`src/rtl/counter_pkg.sv`:
```
// Shared constants and helpers for the parametrised counter family.
// Direction/mode encodings plus the load clamp used by param_counter.
package counter_pkg;

  localparam logic DIR_UP   = 1'b1;
  localparam logic DIR_DOWN = 1'b0;

  localparam int MODE_WRAP = 0;
  localparam int MODE_SAT  = 1;

  // Loads above the legal range land on the top value rather than wrapping.
  function automatic logic [63:0] clamp(input logic [63:0] value,
                                        input logic [63:0] max);
    clamp = (value > max) ? max : value;
  endfunction

endpackage

```
`src/rtl/counter_prescaler.sv`:
```
// Enable prescaler: emits one step pulse every PRESCALE enabled cycles.
// A clear (clr or load at the top) restarts the phase at zero.
module counter_prescaler
  import counter_pkg::*;
#(
  parameter int PRESCALE = 1
) (
  input  logic clk,
  input  logic rst,
  input  logic clr,
  input  logic en,
  output logic step
);

  localparam int PW = (PRESCALE > 1) ? $clog2(PRESCALE) : 1;
  localparam logic [PW-1:0] LAST = PW'(PRESCALE - 1);

  logic [PW-1:0] pre;

  // step is combinational so the count moves on the same edge pre wraps.
  assign step = en && !clr && (pre == LAST);

  always_ff @(posedge clk or posedge rst) begin
    if (rst) begin
      pre <= '0;
    end else if (clr) begin
      pre <= '0;
    end else if (en) begin
      if (pre == LAST) pre <= '0;
      else             pre <= pre + 1'b1;
    end
  end

endmodule

```
`src/rtl/param_counter.sv`:
```
// Parametrised event/timer counter: modulo limit, up/down, load/clear,
// prescaled enable, wrap or saturate, terminal-count pulse, sticky ovf.
module param_counter
  import counter_pkg::*;
#(
  parameter int              WIDTH     = 4,
  parameter longint unsigned MAX_COUNT = (64'd1 << WIDTH) - 64'd1,
  parameter int              PRESCALE  = 1,
  parameter int              SATURATE  = 0
) (
  input  logic             clk,
  input  logic             rst,
  input  logic             clr,
  input  logic             en,
  input  logic             up,
  input  logic             load,
  input  logic [WIDTH-1:0] load_val,
  output logic [WIDTH-1:0] count,
  output logic             tc,
  output logic             ovf
);

  if (WIDTH < 1 || WIDTH > 32) begin : g_bad_width
    $error("param_counter: WIDTH out of range 1..32");
  end
  if (MAX_COUNT < 1 || MAX_COUNT > ((64'd1 << WIDTH) - 64'd1)) begin : g_bad_max
    $error("param_counter: MAX_COUNT out of range 1..2**WIDTH-1");
  end
  if (PRESCALE < 1 || PRESCALE > 65536) begin : g_bad_pre
    $error("param_counter: PRESCALE out of range 1..65536");
  end
  if (SATURATE != MODE_WRAP && SATURATE != MODE_SAT) begin : g_bad_sat
    $error("param_counter: SATURATE must be 0 or 1");
  end

  localparam logic [WIDTH-1:0] MAX_C = WIDTH'(MAX_COUNT);
  localparam logic             SAT   = (SATURATE == MODE_SAT);

  logic             step;
  logic [WIDTH-1:0] load_clamped;

  assign load_clamped = WIDTH'(clamp(64'(load_val), 64'(MAX_COUNT)));

  counter_prescaler #(
    .PRESCALE(PRESCALE)
  ) u_prescaler (
    .clk (clk),
    .rst (rst),
    .clr (clr | load),
    .en  (en),
    .step(step)
  );

  // Boundaries compare against MAX_C, never natural 2**WIDTH rollover.
  always_ff @(posedge clk or posedge rst) begin
    if (rst) begin
      count <= '0;
      tc    <= 1'b0;
      ovf   <= 1'b0;
    end else if (clr) begin
      count <= '0;
      tc    <= 1'b0;
      ovf   <= 1'b0;
    end else if (load) begin
      count <= load_clamped;
      tc    <= 1'b0;
    end else if (step) begin
      if (up == DIR_UP) begin
        if (count == MAX_C) begin
          count <= SAT ? MAX_C : '0;
          tc    <= 1'b1;
          ovf   <= 1'b1;
        end else begin
          count <= count + 1'b1;
          tc    <= 1'b0;
        end
      end else begin
        if (count == '0) begin
          count <= SAT ? '0 : MAX_C;
          tc    <= 1'b1;
          ovf   <= 1'b1;
        end else begin
          count <= count - 1'b1;
          tc    <= 1'b0;
        end
      end
    end else begin
      tc <= 1'b0;
    end
  end

endmodule

```
`config.mk`:
```
export PLATFORM = sky130hd
export DESIGN_NAME = param_counter
export DESIGN_NICKNAME = d
export VERILOG_FILES = /design/src/rtl/counter_pkg.sv /design/src/rtl/counter_prescaler.sv /design/src/rtl/param_counter.sv
export SDC_FILE = /design/constraint.sdc
export NUM_CORES = 1
export LEC_CHECK = 0
export ABC_AREA = 1
export BUFFER_PORTS_ARGS = -buffer_cell sky130_fd_sc_hd__buf_2
export CAP_MARGIN = 20
export CELL_PAD_IN_SITES_DETAIL_PLACEMENT = 0
export CELL_PAD_IN_SITES_GLOBAL_PLACEMENT = 1
export CORE_UTILIZATION = 33
export CTS_CLUSTER_SIZE = 16
export DETAILED_ROUTE_END_ITERATION = 8
export PLACE_DENSITY_LB_ADDON = 0.25
export RECOVER_POWER = 100
export SYNTH_ARGS = -nofsm -noshare
export SYNTH_HDL_FRONTEND = slang
export SYNTH_SLANG_ARGS = --single-unit
```
`constraint.sdc`:
```
create_clock -name clk -period 1.7 [get_ports clk]
set_clock_uncertainty 0.05 [all_clocks]
set_input_delay 0.425 -clock clk [delete_from_list [all_inputs] [get_ports clk]]
set_output_delay 0.425 -clock clk [all_outputs]
set_load 0.02 [all_outputs]
```
==> results.toml, run 1 <==
[global_route]
grt_pass1_vias = 443
grt_pass1_wl_um = 1940
grt_start_max_net_pins = 10
grt_overflow_total = 0
antenna_found_initial = 0
grt_use_total_pct = 18.4

[setup_path]
endpoint_kind = "primary output"
cp.depth = 1
crit_family = "flip-flops"
required_ns = 1.22
start_kind = "register"
rr_worst_depth = 6
worstPathBufferInverterCount = 1
path_max_fanout = 9
crit_slowest_cell = "dfrtp_1"
crit_chain = "clkbuf_1"
path_class = "register to primary output"
max_stage_delay_ns = 0.56
critPathArrivalTime_ns = 1.09

[yosys]
synth_seq_cells = 6
syn-cell-area_sq_um = 498
synth-main-ff-cell = "dfrtp_1"
yosysTopAreaCellShare_pct = 30.2
ys_async_sr_fraction_pct = 100
synthTopCellsByCount = "nand2_1 (17), inv_1 (12), nand3_1 (12)"
yosysWarnings = 0
synth-edff-count = 0
syn_nets = 82
synth_area_per_cell_sq_um = 7.11
synth_most_common_cell = "nand2_1"
syn-instance-count = 70
ys_seq_area_share_pct = 30.2
synthTopCellsByArea = "dfrtp_1 (30%), nand2_1 (13%), nand3_1 (12%)"
synth_cell_types = 20
synth_top_area_cell = "dfrtp_1"

[clock_tree]
cts.clk_slew.worst_paths_ns = 0.05
cts-root-buf = "clkbuf_4"
ctsResizeCount = 0
clk_path_buf_depth = 2
clkSinkCount = 6
post_cts_buffers = 0
numCtsBuffers = 3
holdBufCountCts = 0
cts_tree = "built"
clock_latency_ns = 0.26
htree_levels = 1

[timing]
min_period_ns = 1.57
worst_pin_slew_ns = 0.376
slew_headroom_pct = 75.0
setup_tns_ns = 0
fmax_mhz = 638
maxSlewViolCount = 0
finalCritPeriodShare_pct = 92.3
finalHoldViolations = 0
finalSetupViolCount = 0
rsz0062_at_grt = "no"

[route]
viasPerCell = 4.93
drc_errors = 0
antenna_left = 0
routed_wl_um = 1130
dr.pass1.iters = 2
vias = 498
first_iter_violations = 9
routedWlPerCell_um = 11.2

[place]
post_dp_cell_area_sq_um = 576
gp_congestion = 0.689
numPortBuffers = 15
detailed_place_hpwl_um = 885
dpl.cell_count = 98

[pwr]
powerDensity_nw_per_um2 = 808
power_uw = 470
cellLeakagePower_nw = 0.326
ir_worst_vdd_uv = 314

[run_status]
status = "completed"

[run]
maxCapViolCount = 0

[min_path]
hold_path.class = "input pin to asynchronous set/reset pin"

[final_layout]
layout-drive-gt1-share_pct = 22.1
final_nets = 100
diodes = 0
layoutNonFillerInstCount = 101
syn_to_final_growth_pct = 16.8
stdcell_area_sq_um = 582

[floorplan]
dieWidth_um = 40.8
die_y_um = 40.8
core_sq_um = 1350
io_pins = 16
rows = 13
fp.dieArea_sq_um = 1670
initial_core_util_pct = 36.9
-- per-stage QoR --
| stage | hold WS [ns] | util [%] | setup WS [ns] |
|---|---|---|---|
| 3_5_place_dp | 0.309 | 42.6 | 0.353 |
| 5_1_grt | 0.0570 | 43.1 | 0.0849 |
| 3_3_place_gp | 0.301 | 42.6 | 0.348 |
| 2_1_floorplan | 0.166 | - | 0.338 |
| 6_report | 0.0311 | 43.1 | 0.132 |
| 4_1_cts | 0.0401 | 44.3 | 0.180 |
-- registers in the layout, summed over array words and instances, names as in the netlist --
register and flops:
tc 1, count 4, ovf 1
-- cell type report --
type	instances	area (sq um)
Timing Repair Buffer	15	67.6
Sequential cell	6	150
Multi-Input combinational cell	49	274
Inverter	13	48.8
Fill cell	152	768
Clock buffer	3	22.5
Tap cell	15	18.8
-- power breakdown --
part / switching [mW] / total (mW) / internal [mW]
Clock: 0.0592 / 0.140 / 0.0804
Sequential: 0.0292 / 0.186 / 0.156
Combinational: 0.0880 / 0.145 / 0.0566
Total: 0.176 / 0.470 / 0.293
-- layout by cell type, fill, tap and decap left out --
cell type  synthesis  layout
dfrtp_1            6       6
buf_2              1       9
nand3_1           12      13
clkbuf_1           0       6
nand2_4            1       1
xnor2_1            1       1
nor2_4             2       2
a21oi_2            2       1
inv_1             12      12
o21ai_0            1       1
nand4_1            1       1
ha_1               2       2
inv_2              1       1
nand2_1           17      17
nor2_1             3       3
clkbuf_4           0       3
nor2_2             1       1
a21oi_1            3       4
a22oi_2            1       1
o211ai_1           1       1
-- path summary, 6_finish.rpt --
check	from	end	slack, ns
setup / recovery	count[2]	count[2]	0.13
hold / removal	rst	count[1]	0.03
setup reg to reg	count[1]	count[3]	0.27
hold reg to reg	ovf	ovf	0.45
max in group asynchronous	rst	ovf	1.36
min in group clk	ovf	ovf	0.45
-- kinds of logic (layout without fill, tap and decap cells) --
family          Yosys count  count (layout)  share of synthesized area (%)
simple gates             38              38                           38.4
buf+inv                  15              31                           13.1
compound gates            8               8                           11.6
flops                     6               6                           30.1
fa+ha+maj                 2               2                           5.02
xor+xnor                  1               1                           1.76
-- routing by layer --
metal  share of wire (%)  GRT usage [%]  vias to the layer above  wire (um)
li1                    -              -                      258          -
met1                  47           22.0                      223        532
met2                  47           28.5                       14        527
met3                 4.4           6.52                        3         50
met4                 1.7           10.0                        0         19
met5                   0              0                        -          0
Power figures use the tool's default switching activity.
==> inputs of run 2 (changes only) <==
Settings changed: CELL_PAD_IN_SITES_DETAIL_PLACEMENT 0 to 1, CELL_PAD_IN_SITES_GLOBAL_PLACEMENT 1 to 2, CORE_UTILIZATION 33 to 25.
Clock period 1.7 ns to 1.5 ns, I/O delays scaled along.
==> results.toml, run 2 (synthesis gave the netlist of run 1 again) <==
[run_status]
status = "completed"

[setup_path]
start_kind = "register"
required_ns = 1.61
path_class = "register to register"
critPathArrivalTime_ns = 1.50
path_max_fanout = 7
endpoint_kind = "register"

[timing]
slew_headroom_pct = 83.6
setup_tns_ns = 0
maxSlewViolCount = 0
worst_pin_slew_ns = 0.246
finalHoldViolations = 0
fmax_mhz = 720
finalCritPeriodShare_pct = 92.6
finalSetupViolCount = 0
holdWs_ns = 0.429
rsz0062_at_grt = "no"
setup_slack_ns = 0.112
min_period_ns = 1.39

[final_layout]
reg_top3 = "count: 4 flops, ovf: 1 flops, tc: 1 flops"
fill_cells = 255
syn_to_final_growth_pct = 23.4
final_util_pct = 34.1
diodes = 0
stdcell_area_sq_um = 614
top_register = "count"
layout-drive-gt1-share_pct = 28.7
final_nets = 101
mostFrequentLayoutCell = "nand2_1"
layoutNonFillerInstCount = 112
largest_reg_flops = 4
layout_common_cells = "nand2_1 (17), nand3_1 (13), inv_1 (12)"

[clock_tree]
htree_levels = 1
numCtsBuffers = 3
cts_tree = "built"
clkSinkCount = 6
cts-root-buf = "clkbuf_4"
clock_latency_ns = 0.24
clk_path_buf_depth = 2
cts.clk_slew.worst_paths_ns = 0.04

[global_route]
grt_use_total_pct = 14.0
use_met2_pct = 20.0
grt_most_used_layer = "met2"
grt_pass1_vias = 469
use_met3_pct = 7.06
antenna_found_initial = 0
grt_pass1_wl_um = 2020
grt_use_met1_pct = 17.9
grt_overflow_total = 0
grt_start_max_net_pins = 10

[place]
dpl.cell_count = 108
dp_slack_ns = 0.117
numPortBuffers = 15
detailed_place_hpwl_um = 980
post_dp_cell_area_sq_um = 588
gp_congestion = 0.722

[route]
drc_errors = 0
routedWlPerCell_um = 10.6
first_iter_violations = 9
viasPerCell = 4.61
vias = 516
antenna_left = 0
routed_wl_um = 1180
dr.pass1.iters = 3

[pwr]
power_uw = 533
powerDensity_nw_per_um2 = 867
cellLeakagePower_nw = 0.338
ir_worst_vdd_uv = 387

[floorplan]
rows = 15
dieWidth_um = 46.6
initial_core_util_pct = 27.6
io_pins = 16
fp.dieArea_sq_um = 2170
die_y_um = 46.6
core_sq_um = 1800

[run]
maxCapViolCount = 0

[min_path]
hold_path.class = "input pin to register"
==> run 2: routing by layer <==
layer  wire, um  up-vias
met5          0        -
met4         18        0
met3         55        2
met2        512       14
met1        598      243
li1           -      257
==> run 2: cell type report <==
cell class | count | area [sq um] | area share (%)
Clock buffer | 3 | 22.5 | 3.67
Inverter | 13 | 48.8 | 7.94
Multi-Input combinational cell | 49 | 278 | 45.2
Sequential cell | 6 | 153 | 24.8
Tap cell | 25 | 31.3 | 5.09
Timing Repair Buffer | 16 | 81.3 | 13.2
==> run 2: worst max-delay path, stage by stage (launching register included) <==
cell,delay (ns)
dfrtp_1,0.47
inv_2,0.09
ha_1,0.31
xnor2_1,0.18
a21oi_1,0.08
a21oi_1,0.12
==> run 2: final timing paths <==
path	startpoint	slack [ns]	endpoint	cells past startpoint
min in group asynchronous	rst	0.55	count[0]	3
worst min register to register	ovf	0.44	ovf	2
max in group asynchronous	rst	0.64	count[2]	3
worst min-delay path	clr	0.43	count[0]	4
worst max register to register	count[0]	0.11	count[1]	5
worst max-delay path	count[0]	0.11	count[1]	5
==> run 2: where the power goes <==
part | total [mW] | switching (mW) | internal, mW | leakage [nW]
clock network | 0.147 | 0.0569 | 0.0904 | 0.0138
registers | 0.212 | 0.0330 | 0.179 | 0.0754
logic | 0.174 | 0.104 | 0.0696 | 0.249
==> run 2: timing repair <==
item,4_1_cts,5_1_grt
setup endpoints to repair,0,3
buffers inserted,0,0
resized for setup,0,2
hold endpoints to repair,3,0
hold buffers,1,0
==> inputs of run 3 (changes only) <==
==> constraint.sdc (replaced) <==
create_clock -name clk -period 1.5 [get_ports clk]
set_clock_uncertainty 0.05 [all_clocks]
set_input_delay 0.3 -clock clk [delete_from_list [all_inputs] [get_ports clk]]
set_output_delay 0.3 -clock clk [all_outputs]
set_load 0.02 [all_outputs]
==> results.toml, run 3 (synthesis gave the netlist of run 1 again) <==
[run_status]
status = "completed"

[final_layout]
mostFrequentLayoutCell = "nand2_1"
layoutNonFillerInstCount = 112
diodes = 0
final_util_pct = 34.0
stdcell_area_sq_um = 612
reg_top3 = "count: 4 flops, ovf: 1 flops, tc: 1 flops"
top_register = "count"
layout_common_cells = "nand2_1 (17), nand3_1 (13), inv_1 (12)"
layout-drive-gt1-share_pct = 26.4
syn_to_final_growth_pct = 22.9
final_nets = 101
largest_reg_flops = 4

[route]
routed_wl_um = 1190
antenna_left = 0
drc_errors = 0
vias = 515
viasPerCell = 4.60
first_iter_violations = 6
dr.pass1.iters = 2
routedWlPerCell_um = 10.7

[global_route]
grt_pass1_wl_um = 2020
grt_use_total_pct = 14.0
grt_pass1_vias = 469
grt_overflow_total = 0
antenna_found_initial = 0
grt_start_max_net_pins = 10

[floorplan]
io_pins = 16
fp.dieArea_sq_um = 2170
initial_core_util_pct = 27.6
core_sq_um = 1800
die_y_um = 46.6
rows = 15
dieWidth_um = 46.6

[clock_tree]
cts.clk_slew.worst_paths_ns = 0.04
clk_path_buf_depth = 2
cts-root-buf = "clkbuf_4"
cts_tree = "built"
numCtsBuffers = 3
post_cts_buffers = 0
clock_latency_ns = 0.24
clkSinkCount = 6
htree_levels = 1

[pwr]
powerDensity_nw_per_um2 = 868
ir_worst_vdd_uv = 402
power_uw = 531
cellLeakagePower_nw = 0.336

[timing]
rsz0062_at_grt = "no"
setup_tns_ns = 0
fmax_mhz = 718
worst_pin_slew_ns = 0.346
min_period_ns = 1.39
finalSetupViolCount = 0
slew_headroom_pct = 76.9
finalHoldViolations = 0
finalCritPeriodShare_pct = 92.8
maxSlewViolCount = 0

[setup_path]
endpoint_kind = "register"
max_stage_delay_ns = 0.47
required_ns = 1.61
crit_chain = "inv_2 -> ha_1 -> xnor2_1 -> a21oi_1 -> a21oi_1"
crit_slowest_cell = "dfrtp_1"
path_max_fanout = 7
path_class = "register to register"
cp_common_cell = "a21oi_1"
start_kind = "register"
critPathArrivalTime_ns = 1.50

[place]
dpl.cell_count = 108
detailed_place_hpwl_um = 980
gp_congestion = 0.722
post_dp_cell_area_sq_um = 588
numPortBuffers = 15

[run]
maxCapViolCount = 0

[min_path]
hold_path.class = "input pin to register"
==> run 3: cell counts in the layout (fill, tap and decap cells not counted) <==
No cell type changed its count.
==> run 3: per-stage QoR <==
stage | setup WS [ns] | hold slack, ns
2_1_floorplan | 0.138 | 0.0410
3_3_place_gp | 0.142 | 0.179
3_5_place_dp | 0.117 | 0.184
4_1_cts | 0.0743 | 0.341
5_1_grt | 0.0194 | 0.379
6_report | 0.108 | 0.355
==> run 3: power by group <==
group          total (mW)  switching, mW  internal, mW
Clock               0.147         0.0566        0.0904
Sequential          0.211         0.0329         0.178
Combinational       0.173          0.104        0.0689
Total               0.531          0.194         0.338
==> run 3: area by class of cell <==
type / count / area [sq um]
Clock buffer: 3 / 22.5
Fill cell: 254 / 1190
Inverter: 13 / 48.8
Multi-Input combinational cell: 49 / 278
Sequential cell: 6 / 151
Tap cell: 25 / 31.3
Timing Repair Buffer: 16 / 80.1
==> run 3: timing repair <==
action	in CTS	in global routing
resized for setup	0	1
hold buffers	1	0
setup endpoints to repair	0	2
hold endpoints to repair	6	0
==> run 3: worst max-delay path: cells and delay by family, from the launching register on <==
family	cells	cell delay (ns)
flip-flops	1	0.47
adder cells (fa/ha/maj)	1	0.31
AO/OA/AOI/OAI	2	0.20
XOR/XNOR	1	0.18
buffers and inverters	1	0.09
==> run 3: per-layer routing <==
metal | part of all wire (%) | vias up | GRT usage [%] | wire (um)
met1 | 50 | 243 | 17.9 | 594
met3 | 4.6 | 2 | 7.06 | 55
met5 | 0 | - | 0 | 0
met2 | 44 | 14 | 20.0 | 527
li1 | - | 256 | - | -
met4 | 1.5 | 0 | 5.14 | 18
==> run 3: path summary, 6_finish.rpt <==
path | slack, ns | startpoint | to | cells after the start
worst max register to register | 0.11 | count[0] | count[1] | 5
min in group asynchronous | 0.47 | rst | count[0] | 3
worst max-delay path | 0.11 | count[0] | count[1] | 5
worst min register to register | 0.44 | ovf | ovf | 2
worst min-delay path | 0.35 | clr | count[0] | 4
max in group asynchronous | 0.72 | rst | count[1] | 3
